--- config.mk ---
export PLATFORM = sky130hd
export DESIGN_NAME = alu_r_arbiter
export DESIGN_NICKNAME = d
export VERILOG_FILES = /design/src/rtl/alu_r_arbiter.sv
export SDC_FILE = /design/constraint.sdc
export NUM_CORES = 1
export LEC_CHECK = 0
export CAP_MARGIN = 5
export CELL_PAD_IN_SITES_DETAIL_PLACEMENT = 1
export CELL_PAD_IN_SITES_GLOBAL_PLACEMENT = 1
export CORE_MARGIN = 5
export CORE_UTILIZATION = 30
export DETAILED_ROUTE_END_ITERATION = 6
export PLACE_DENSITY_LB_ADDON = 0.1
export SYNTH_ARGS = -nofsm -noshare
export SYNTH_HDL_FRONTEND = slang
export SYNTH_SLANG_ARGS = --single-unit
export TNS_END_PERCENT = 5
--- constraint.sdc ---
create_clock -name iCLK -period 3.9 [get_ports iCLK]
set_clock_uncertainty 0.1 [all_clocks]
set_input_delay 1.17 -clock iCLK [delete_from_list [all_inputs] [get_ports iCLK]]
set_output_delay 1.17 -clock iCLK [all_outputs]
set_load 0.03 [all_outputs]
--- src/rtl/alu_r_arbiter.sv ---
// Round-robin arbiter sharing one R-type ALU between two requesters.
// One op in flight: IDLE (grant) -> EXEC (ALU evaluates latched operands) -> RESP (hold result).
module alu_r_arbiter #(
    parameter int unsigned XLEN    = 32,
    parameter int unsigned RR_INIT = 0
) (
    input  logic            iCLK,
    input  logic            iRST,
    input  logic            iREQ0_VALID,
    output logic            oREQ0_READY,
    input  logic [31:0]     iREQ0_IR,
    input  logic [XLEN-1:0] iREQ0_A,
    input  logic [XLEN-1:0] iREQ0_B,
    input  logic            iREQ1_VALID,
    output logic            oREQ1_READY,
    input  logic [31:0]     iREQ1_IR,
    input  logic [XLEN-1:0] iREQ1_A,
    input  logic [XLEN-1:0] iREQ1_B,
    output logic [31:0]     oALU_IR,
    output logic [XLEN-1:0] oALU_IN1,
    output logic [XLEN-1:0] oALU_IN2,
    input  logic [XLEN-1:0] iALU_OUT,
    output logic            oRSP_VALID,
    input  logic            iRSP_READY,
    output logic            oRSP_ID,
    output logic [4:0]      oRSP_RD,
    output logic [XLEN-1:0] oRSP_DATA
);

    localparam logic LP_PRIO_INIT = (RR_INIT != 0);

    typedef enum logic [1:0] {
        S_IDLE,
        S_EXEC,
        S_RESP
    } state_t;

    state_t          r_state;
    logic            r_prio;
    logic [31:0]     r_ir;
    logic [XLEN-1:0] r_a;
    logic [XLEN-1:0] r_b;
    logic            r_id;
    logic            r_rsp_id;
    logic [4:0]      r_rsp_rd;
    logic [XLEN-1:0] r_rsp_data;

    logic w_idle;
    logic w_sel;
    logic w_rdy0;
    logic w_rdy1;

    // Reset gates READY so no grant is offered during the reset cycle.
    assign w_idle = (r_state == S_IDLE) && !iRST;
    assign w_sel  = (iREQ0_VALID && iREQ1_VALID) ? r_prio : iREQ1_VALID;
    assign w_rdy0 = w_idle && iREQ0_VALID && !w_sel;
    assign w_rdy1 = w_idle && iREQ1_VALID && w_sel;

    assign oREQ0_READY = w_rdy0;
    assign oREQ1_READY = w_rdy1;
    assign oALU_IR     = r_ir;
    assign oALU_IN1    = r_a;
    assign oALU_IN2    = r_b;
    assign oRSP_VALID  = (r_state == S_RESP);
    assign oRSP_ID     = r_rsp_id;
    assign oRSP_RD     = r_rsp_rd;
    assign oRSP_DATA   = r_rsp_data;

    always_ff @(posedge iCLK) begin
        if (iRST) begin
            r_state    <= S_IDLE;
            r_prio     <= LP_PRIO_INIT;
            r_ir       <= '0;
            r_a        <= '0;
            r_b        <= '0;
            r_id       <= 1'b0;
            r_rsp_id   <= 1'b0;
            r_rsp_rd   <= '0;
            r_rsp_data <= '0;
        end else begin
            case (r_state)
                S_IDLE: begin
                    if (w_rdy0 || w_rdy1) begin
                        r_ir    <= w_sel ? iREQ1_IR : iREQ0_IR;
                        r_a     <= w_sel ? iREQ1_A  : iREQ0_A;
                        r_b     <= w_sel ? iREQ1_B  : iREQ0_B;
                        r_id    <= w_sel;
                        r_prio  <= !w_sel;
                        r_state <= S_EXEC;
                    end
                end
                S_EXEC: begin
                    // Writes to x0 still retire, but with a zero result.
                    r_rsp_id   <= r_id;
                    r_rsp_rd   <= r_ir[11:7];
                    r_rsp_data <= (r_ir[11:7] == 5'd0) ? '0 : iALU_OUT;
                    r_state    <= S_RESP;
                end
                S_RESP: begin
                    if (iRSP_READY) begin
                        r_state <= S_IDLE;
                    end
                end
                default: r_state <= S_IDLE;
            endcase
        end
    end

endmodule

==> metrics.md, run 1 <==
| Metric | Value |
|---|---|
| Pins over their slew limit | `0` |
| Clk slew on worst S/H paths | `0.06 ns` |
| Maximum frequency from static timing analysis | `274 MHz` |
| Register area share after synthesis | `41.6%` |
| Min-Delay Endpoint | `oRSP_ID` |
| Final layout net count | `1284` |
| Vias after detailed routing | `7426` |
| Origin of the critical flop-to-flop path | `r_state[1]` |
| Detailed Place HPWL | `19200 um` |
| Reg-to-Reg End | `oALU_IN2[17]` |
| Routed wirelength normalized by instance count | `21.6 um` |
| Via density per instance | `5.49` |
| Sequential cell area | `2760 um^2` |
| H-tree Lvls | `4` |
| Total global routing track utilization | `21.7%` |
| IO Count | `366` |
| Drt first-iter violations | `390` |
| Horizontal die dimension | `159 um` |
| Final weighted congestion in routability-driven placement | `0.758` |
| Depth of the worst register-to-register path | `5` |
| Combined buffer and inverter count along the critical path | `2` |
| Wire length of the first global-routing pass | `44700 um` |
| Setup repair bufs after CTS | `0` |
| Floorplan core area | `21800 um^2` |
| Total Routed Length | `29200 um` |
| Multi-input combinational cell area | `3450 um^2` |
| Switching part of the total | `31.7%` |
| Sequential fraction of design power | `34.6%` |
| CP max stage cell | `clkdlybuf4s50_1` |
| Vias in the first global route | `7592` |
| Path class of the lowest-slack min-delay path | `register to register` |
| Total number of clock tree sinks | `138` |
| Unique cell type count in the Yosys netlist | `24` |
| Initial antenna violation count | `6` |
| Total overflow reported by the global router | `0` |
| Nature of the critical path endpoint | `output port` |
| Fraction of layout instances using a drive strength above 1 | `8.15%` |
| Post-route ant nets | `0` |
| Setup repair after global routing missed its margin | `false` |
| Number of synthesized register bits | `138` |
| Instance count along the most critical hold path | `2` |
| Path type of the worst setup path | `input port to output port` |
| Setup slack on the worst flop-to-flop path | `1.71 ns` |
| Clock tree from TritonCTS | `yes` |
| Required time of the worst setup path | `2.63 ns` |
| Filler cells | `2480` |
| Number of max-cap violations | `0` |
| Number of rows in the core area | `54` |
| WP data arrival | `2.39 ns` |
| Critical Path Source Type | `input port` |
| Largest net degree at the start of global routing | `194` |
| Area added between synthesis and finish | `65.3%` |
| Number of hold violations in the final report | `0` |
| Series of cell instances along the critical path | `clkdlybuf4s50_1, and2b_4, nand2b_1, and3_1, buf_4` |
| Number of warning messages in the yosys log | `0` |
| Synthesized area per cell | `8.74 um^2` |
| Relative slew margins | `24.9%` |
| Period minus WS final | `3.66 ns` |
| Max incr delay on CP | `0.50 ns` |
| Clock root buffer master | `clkbuf_16` |
| Maximum net fanout on the critical path | `5` |
| Worst hold start | `r_id` |
| Final setup viols | `0` |
| Gate family responsible for the most delay along the worst path | `buffers and inverters` |
| Number of remaining DRC errors | `0` |
| Die Y-Extent | `159 um` |
| Clock power frac | `36.7%` |
| P_int | `3160 uW` |
| Transition at the pin with the smallest max-transition slack | `1.13 ns` |
| DP Cell Count | `1316` |
| Cell count after synthesis | `761` |
| Total Die Area | `25200 um^2` |
| Post-synth top area share | `41.6%` |
| Static leakage | `0.00351 uW` |
| Most area-consuming cells after synthesis | `dfxtp_1 42%, nand3b_1 11%, a21oi_1 10%` |
| Later-pin clock latency in the skew report | `0.41 ns` |
| First-pass iteration count of the detailed router | `4` |
| Syn_nets | `990` |
| Number of standard cells in the final layout excluding fillers | `1352` |
| Clock tree buffer depth | `2` |
| P_sw | `1470 uW` |
| Pwr Density | `422 nW/um^2` |
| Comb power frac | `28.7%` |
| Peak supply drop | `0.243 mV` |
| Total clock buffers created by CTS | `17` |
| Post-route fraction of the period consumed by the critical path | `93.7%` |
| Initial standard-cell utilization of the core | `30.5%` |
| Post-Synthesis Cell Area | `6650 um^2` |
| Hold buffer count at cts | `0` |
| Summed negative setup slack over all endpoints | `0 ns` |
| Total of buffers placed on input and output ports | `365` |
| PostCTS Resize Cnt | `0` |
| Run status | `completed` |
| Biggest area consumer among synthesized cells | `dfxtp_1` |
[through the flow]
| step | utilization, % | total power (uW) | hold WS [ns] | setup slack, ns | instance area [um^2] |
|---|---|---|---|---|---|
| final | 50.4 | 4630 | 0.347 | 0.245 | 11000 |
| after floorplan | - | 2350 | 0.327 | 0.273 | 6650 |
| after detailed placement | 47.5 | 2970 | 0.341 | 0.238 | 10400 |
| after CTS | 50.3 | 4690 | 0.342 | 0.235 | 11000 |
| after global placement | 47.5 | 2960 | 0.340 | 0.272 | 10400 |
| after global routing | 50.4 | 4840 | 0.376 | 0.173 | 11000 |
[routing by layer]
metal / vias to the layer above / GRT usage [%] / part of all wire [%]
met2: 279 / 35.8 / 48
met1: 3593 / 26.4 / 41
met3: 47 / 7.78 / 8.5
li1: 3503 / - / -
met5: - / 0 / 0.093
met4: 4 / 7.48 / 2.6
[power groups by stage]
stage	Sequential (uW)	Combinational, uW	Clock (uW)
after floorplan	1860	484	0
after global placement	1630	1330	0
after CTS	1600	1340	1750
after global routing	1620	1420	1800
final	1600	1330	1700
after detailed placement	1630	1340	0
[worst max-delay path by stage]
| stage | startpoint | to | slack, ns | depth (start not counted) |
|---|---|---|---|---|
| 4_1_cts | iREQ0_VALID | oREQ0_READY | 0.23 | 5 |
| 6_report | iREQ0_VALID | oREQ0_READY | 0.24 | 5 |
| 3_3_place_gp | iREQ0_VALID | oREQ0_READY | 0.27 | 5 |
| 5_1_grt | iREQ0_VALID | oREQ0_READY | 0.17 | 5 |
| 2_1_floorplan | iRST | oREQ1_READY | 0.27 | 4 |
| 3_5_place_dp | iREQ0_VALID | oREQ0_READY | 0.24 | 5 |
[Yosys cell counts]
cell type and instances:
nand3b_1 97, and2b_1 1, o21ai_0 95, and2_1 1
buf_1 3, a311oi_1 67, buf_2 14, or4_1 1
a21oi_1 137, or2_1 1, o211ai_1 32, a311oi_2 30
inv_1 1, o21ai_1 1, buf_6 5, clkbuf_1 83
a21bo_2 1, nor3_2 1, nand2b_1 3, dfxtp_1 138
nor2_1 1, and3_1 1, nand2_1 44, nor2b_1 3
[cell usage in the layout, fill, tap and decap left out]
master / n
nor2b_2: 1
and3_1: 1
or4_1: 1
clkinv_4: 1
clkdlybuf4s50_1: 361
and2_4: 1
nor2b_1: 2
inv_6: 3
nor3_4: 1
clkbuf_16: 17
o211ai_1: 32
o21ai_1: 1
nor2_1: 1
bufinv_16: 3
or2_4: 1
inv_2: 1
clkinv_2: 1
diode_2: 4
a311oi_2: 30
a21oi_1: 137
a311oi_1: 67
nand2b_1: 3
nand2_1: 44
dfxtp_1: 138
and2b_4: 1
o21ai_0: 95
nand3b_1: 97
buf_4: 15
clkbuf_8: 1
clkinvlp_4: 5
clkbuf_1: 1
a21bo_2: 1
buf_12: 4
[final cells by class]
type                            count  share of cell area, %
Sequential cell                   138                   25.1
Tap cell                          280                   3.19
Multi-Input combinational cell    517                   31.4
Inverter                            1                 0.0341
Timing Repair Buffer              380                   34.6
Clock inverter                     13                   1.53
Clock buffer                       19                   4.03
Antenna cell                        4                 0.0911
[state kept, by name (all words and copies together) (netlist names)]
signal     cells
oALU_IN1      32
r_prio         1
r_state        2
r_id           1
oRSP_ID        1
oRSP_RD        5
oALU_IN2      32
oRSP_DATA     32
oALU_IR       32
[worst register-to-register path: stages, from the launching register on]
cell      delay [ns]
dfxtp_1         0.36
nor3_4          0.34
buf_4           0.32
and2_4          0.45
buf_12          0.30
a311oi_1        0.16
[cells by family (layout without fill, tap and decap cells)]
| logic type | after synthesis | after routing | share of synthesized area, % |
|---|---|---|---|
| DFF | 138 | 138 | 41.6 |
| buffers and inverters | 106 | 413 | 6.81 |
| AOI/OAI and AO/OA | 363 | 363 | 36.9 |
| other | 0 | 4 | 0 |
| and+or+nand+nor | 154 | 154 | 14.7 |
(Power assumes the default switching activity.)
==> run 2, diff against run 1 <==
clock period = 4.45 ns   (was 3.9 ns; I/O delays follow)
==> run 2 against run 1 <==
Net effect:
- flip-flop and latch count stayed put
- via count is 2.2% lower
- global-route usage about the same
- combinational power shrank 13%
- largest cell class unchanged
- first-iteration DRC count rose by 12%
- utilization decreased by 0.069 points
- non-clock buffer count unchanged
==> metrics.md, run 2 (synthesized netlist as in run 1, its figures left out) <==
| Metric | Value |
|---|---|
| Floorplan core area | `21800 um^2 (unchanged)` |
| Setup repair bufs after CTS | `0 (unchanged)` |
| Routed wirelength normalized by instance count | `21.5 um (-0.23%)` |
| H-tree Lvls | `4 (unchanged)` |
| Final weighted congestion in routability-driven placement | `0.766 (+1.1%)` |
| Final setup viols | `0 (unchanged)` |
| Wire length of the first global-routing pass | `44600 um (-0.34%)` |
| Critical Path Source Type | `input port` |
| Vias in the first global route | `7510 (-1.1%)` |
| PostCTS Resize Cnt | `0 (unchanged)` |
| Via density per instance | `5.38 (-2.0%)` |
| Switching part of the total | `32.4% (+0.65 points)` |
| Summed negative setup slack over all endpoints | `0 ns (unchanged)` |
| Sequential fraction of design power | `34.9% (+0.3 points)` |
| Horizontal die dimension | `159 um (unchanged)` |
| Total number of clock tree sinks | `138 (unchanged)` |
| Worst hold start | `r_id` |
| Clock power frac | `36.2% (-0.5 points)` |
| Initial standard-cell utilization of the core | `30.5% (unchanged)` |
| Static leakage | `0.00351 uW (about the same)` |
| Path class of the lowest-slack min-delay path | `register to register` |
| Total overflow reported by the global router | `0 (unchanged)` |
| Number of max-cap violations | `0 (unchanged)` |
| Total clock buffers created by CTS | `17 (unchanged)` |
| Run status | `completed` |
| Initial antenna violation count | `4 (-2)` |
| Pins over their slew limit | `0 (unchanged)` |
| Worst Hold Slack | `0.356 ns (+0.00830 ns)` |
| Number of hold violations in the final report | `0 (unchanged)` |
| End-of-flow core utilization | `50.3% (-0.069 points)` |
| Total Die Area | `25200 um^2 (unchanged)` |
| Vias after detailed routing | `7266 (-2.2%)` |
| Die Y-Extent | `159 um (unchanged)` |
| Nature of the critical path endpoint | `output port` |
| IO Count | `366 (unchanged)` |
| Number of rows in the core area | `54 (unchanged)` |
| Later-pin clock latency in the skew report | `0.42 ns (about the same)` |
| Area after DPL | `10400 um^2 (unchanged)` |
| Drt first-iter violations | `437 (+12%)` |
| Fraction of layout instances using a drive strength above 1 | `8.24% (+0.094 points)` |
| Post-route ant nets | `0 (unchanged)` |
| Hold buffer count at cts | `0 (unchanged)` |
| Relative slew margins | `23.1% (-1.8 points)` |
| Pwr Density | `367 nW/um^2 (-13%)` |
| Setup repair after global routing missed its margin | `false` |
| Clock tree from TritonCTS | `yes` |
| Leading cell types in the layout, fill and taps excluded | `361 x clkdlybuf4s50_1, 138 x dfxtp_1, 137 x a21oi_1` |
| Final layout net count | `1284 (unchanged)` |
| Clk slew on worst S/H paths | `0.06 ns (about the same)` |
| Area added between synthesis and finish | `65.1%` |
| Clock root buffer master | `clkbuf_16` |
| P_sw | `1300 uW (-11%)` |
| Maximum frequency from static timing analysis | `252 MHz` |
| First-pass iteration count of the detailed router | `5 (+1)` |
| Total global routing track utilization | `21.8% (+0.046 points)` |
| Post-route standard cell area excluding fillers | `11000 um^2 (-0.14%)` |
| Path type of the worst setup path | `input port to output port` |
| Peak supply drop | `0.170 mV (-30%)` |
| WP data arrival | `2.54 ns (+0.15 ns)` |
| Origin of the critical flop-to-flop path | `r_state[1]` |
| Maximum net fanout on the critical path | `5 (unchanged)` |
| P_int | `2720 uW (-14%)` |
| Detailed Place HPWL | `18900 um (-1.8%)` |
| Launching instance or port of the critical path | `iREQ0_VALID` |
| Period minus WS final | `3.97 ns` |
| Total of buffers placed on input and output ports | `365 (unchanged)` |
| Post-route fraction of the period consumed by the critical path | `89.2%` |
| Clock tree buffer depth | `2 (unchanged)` |
| Most frequent standard cell in the layout excluding fill and tap cells | `clkdlybuf4s50_1` |
| Total Routed Length | `29000 um (-0.38%)` |
| Comb power frac | `28.9% (+0.2 points)` |
| Required time of the worst setup path | `3.01 ns (+0.38 ns)` |
| Largest net degree at the start of global routing | `194 (unchanged)` |
| Number of remaining DRC errors | `0 (unchanged)` |
| Transition at the pin with the smallest max-transition slack | `1.15 ns (+0.0267 ns)` |
-- run 2: power groups by stage --
stage          clock network (uW)  registers [uW]  logic (uW)
2_1_floorplan                   0            1630         425
3_3_place_gp                    0            1430        1170
3_5_place_dp                    0            1430        1170
4_1_cts                      1500            1410        1170
5_1_grt                      1550            1420        1240
6_report                     1460            1410        1160
-- run 2: stage by stage --
step / total power, uW / cells / setup slack (ns)
3_5_place_dp: 2600 / 1316 / 0.478
3_3_place_gp: 2590 / 1316 / 0.494
2_1_floorplan: 2060 / 761 / 0.493
5_1_grt: 4210 / 1350 / 0.399
6_report: 4030 / 1350 / 0.480
4_1_cts: 4080 / 1348 / 0.473
-- run 2: cell type report --
class / instances / area [um^2]
Antenna cell: 2 / 5.00
Clock buffer: 18 / 439
Clock inverter: 14 / 161
Fill cell: 2467 / 10800
Inverter: 1 / 3.75
Multi-Input combinational cell: 517 / 3450
Sequential cell: 138 / 2760
Tap cell: 280 / 350
Timing Repair Buffer: 380 / 3810
-- run 2: critical path, stage by stage --
cell             delay (ns)
clkdlybuf4s50_1        0.50
and2b_4                0.22
nand2b_1               0.15
and3_1                 0.16
buf_4                  0.16
-- run 2: metal layers --
layer	global-route usage [%]	wire, um
met5	0	27
met4	6.86	657
met3	7.67	2310
met2	36.2	13900
met1	26.5	12200
-- run 2: path summary, 6_finish.rpt --
check | to | slack [ns] | cells past startpoint
setup / recovery | oREQ0_READY | 0.48 | 5
hold / removal | oRSP_ID | 0.36 | 2
setup reg to reg | oALU_IN1[17] | 1.92 | 5
hold reg to reg | oRSP_ID | 0.36 | 2
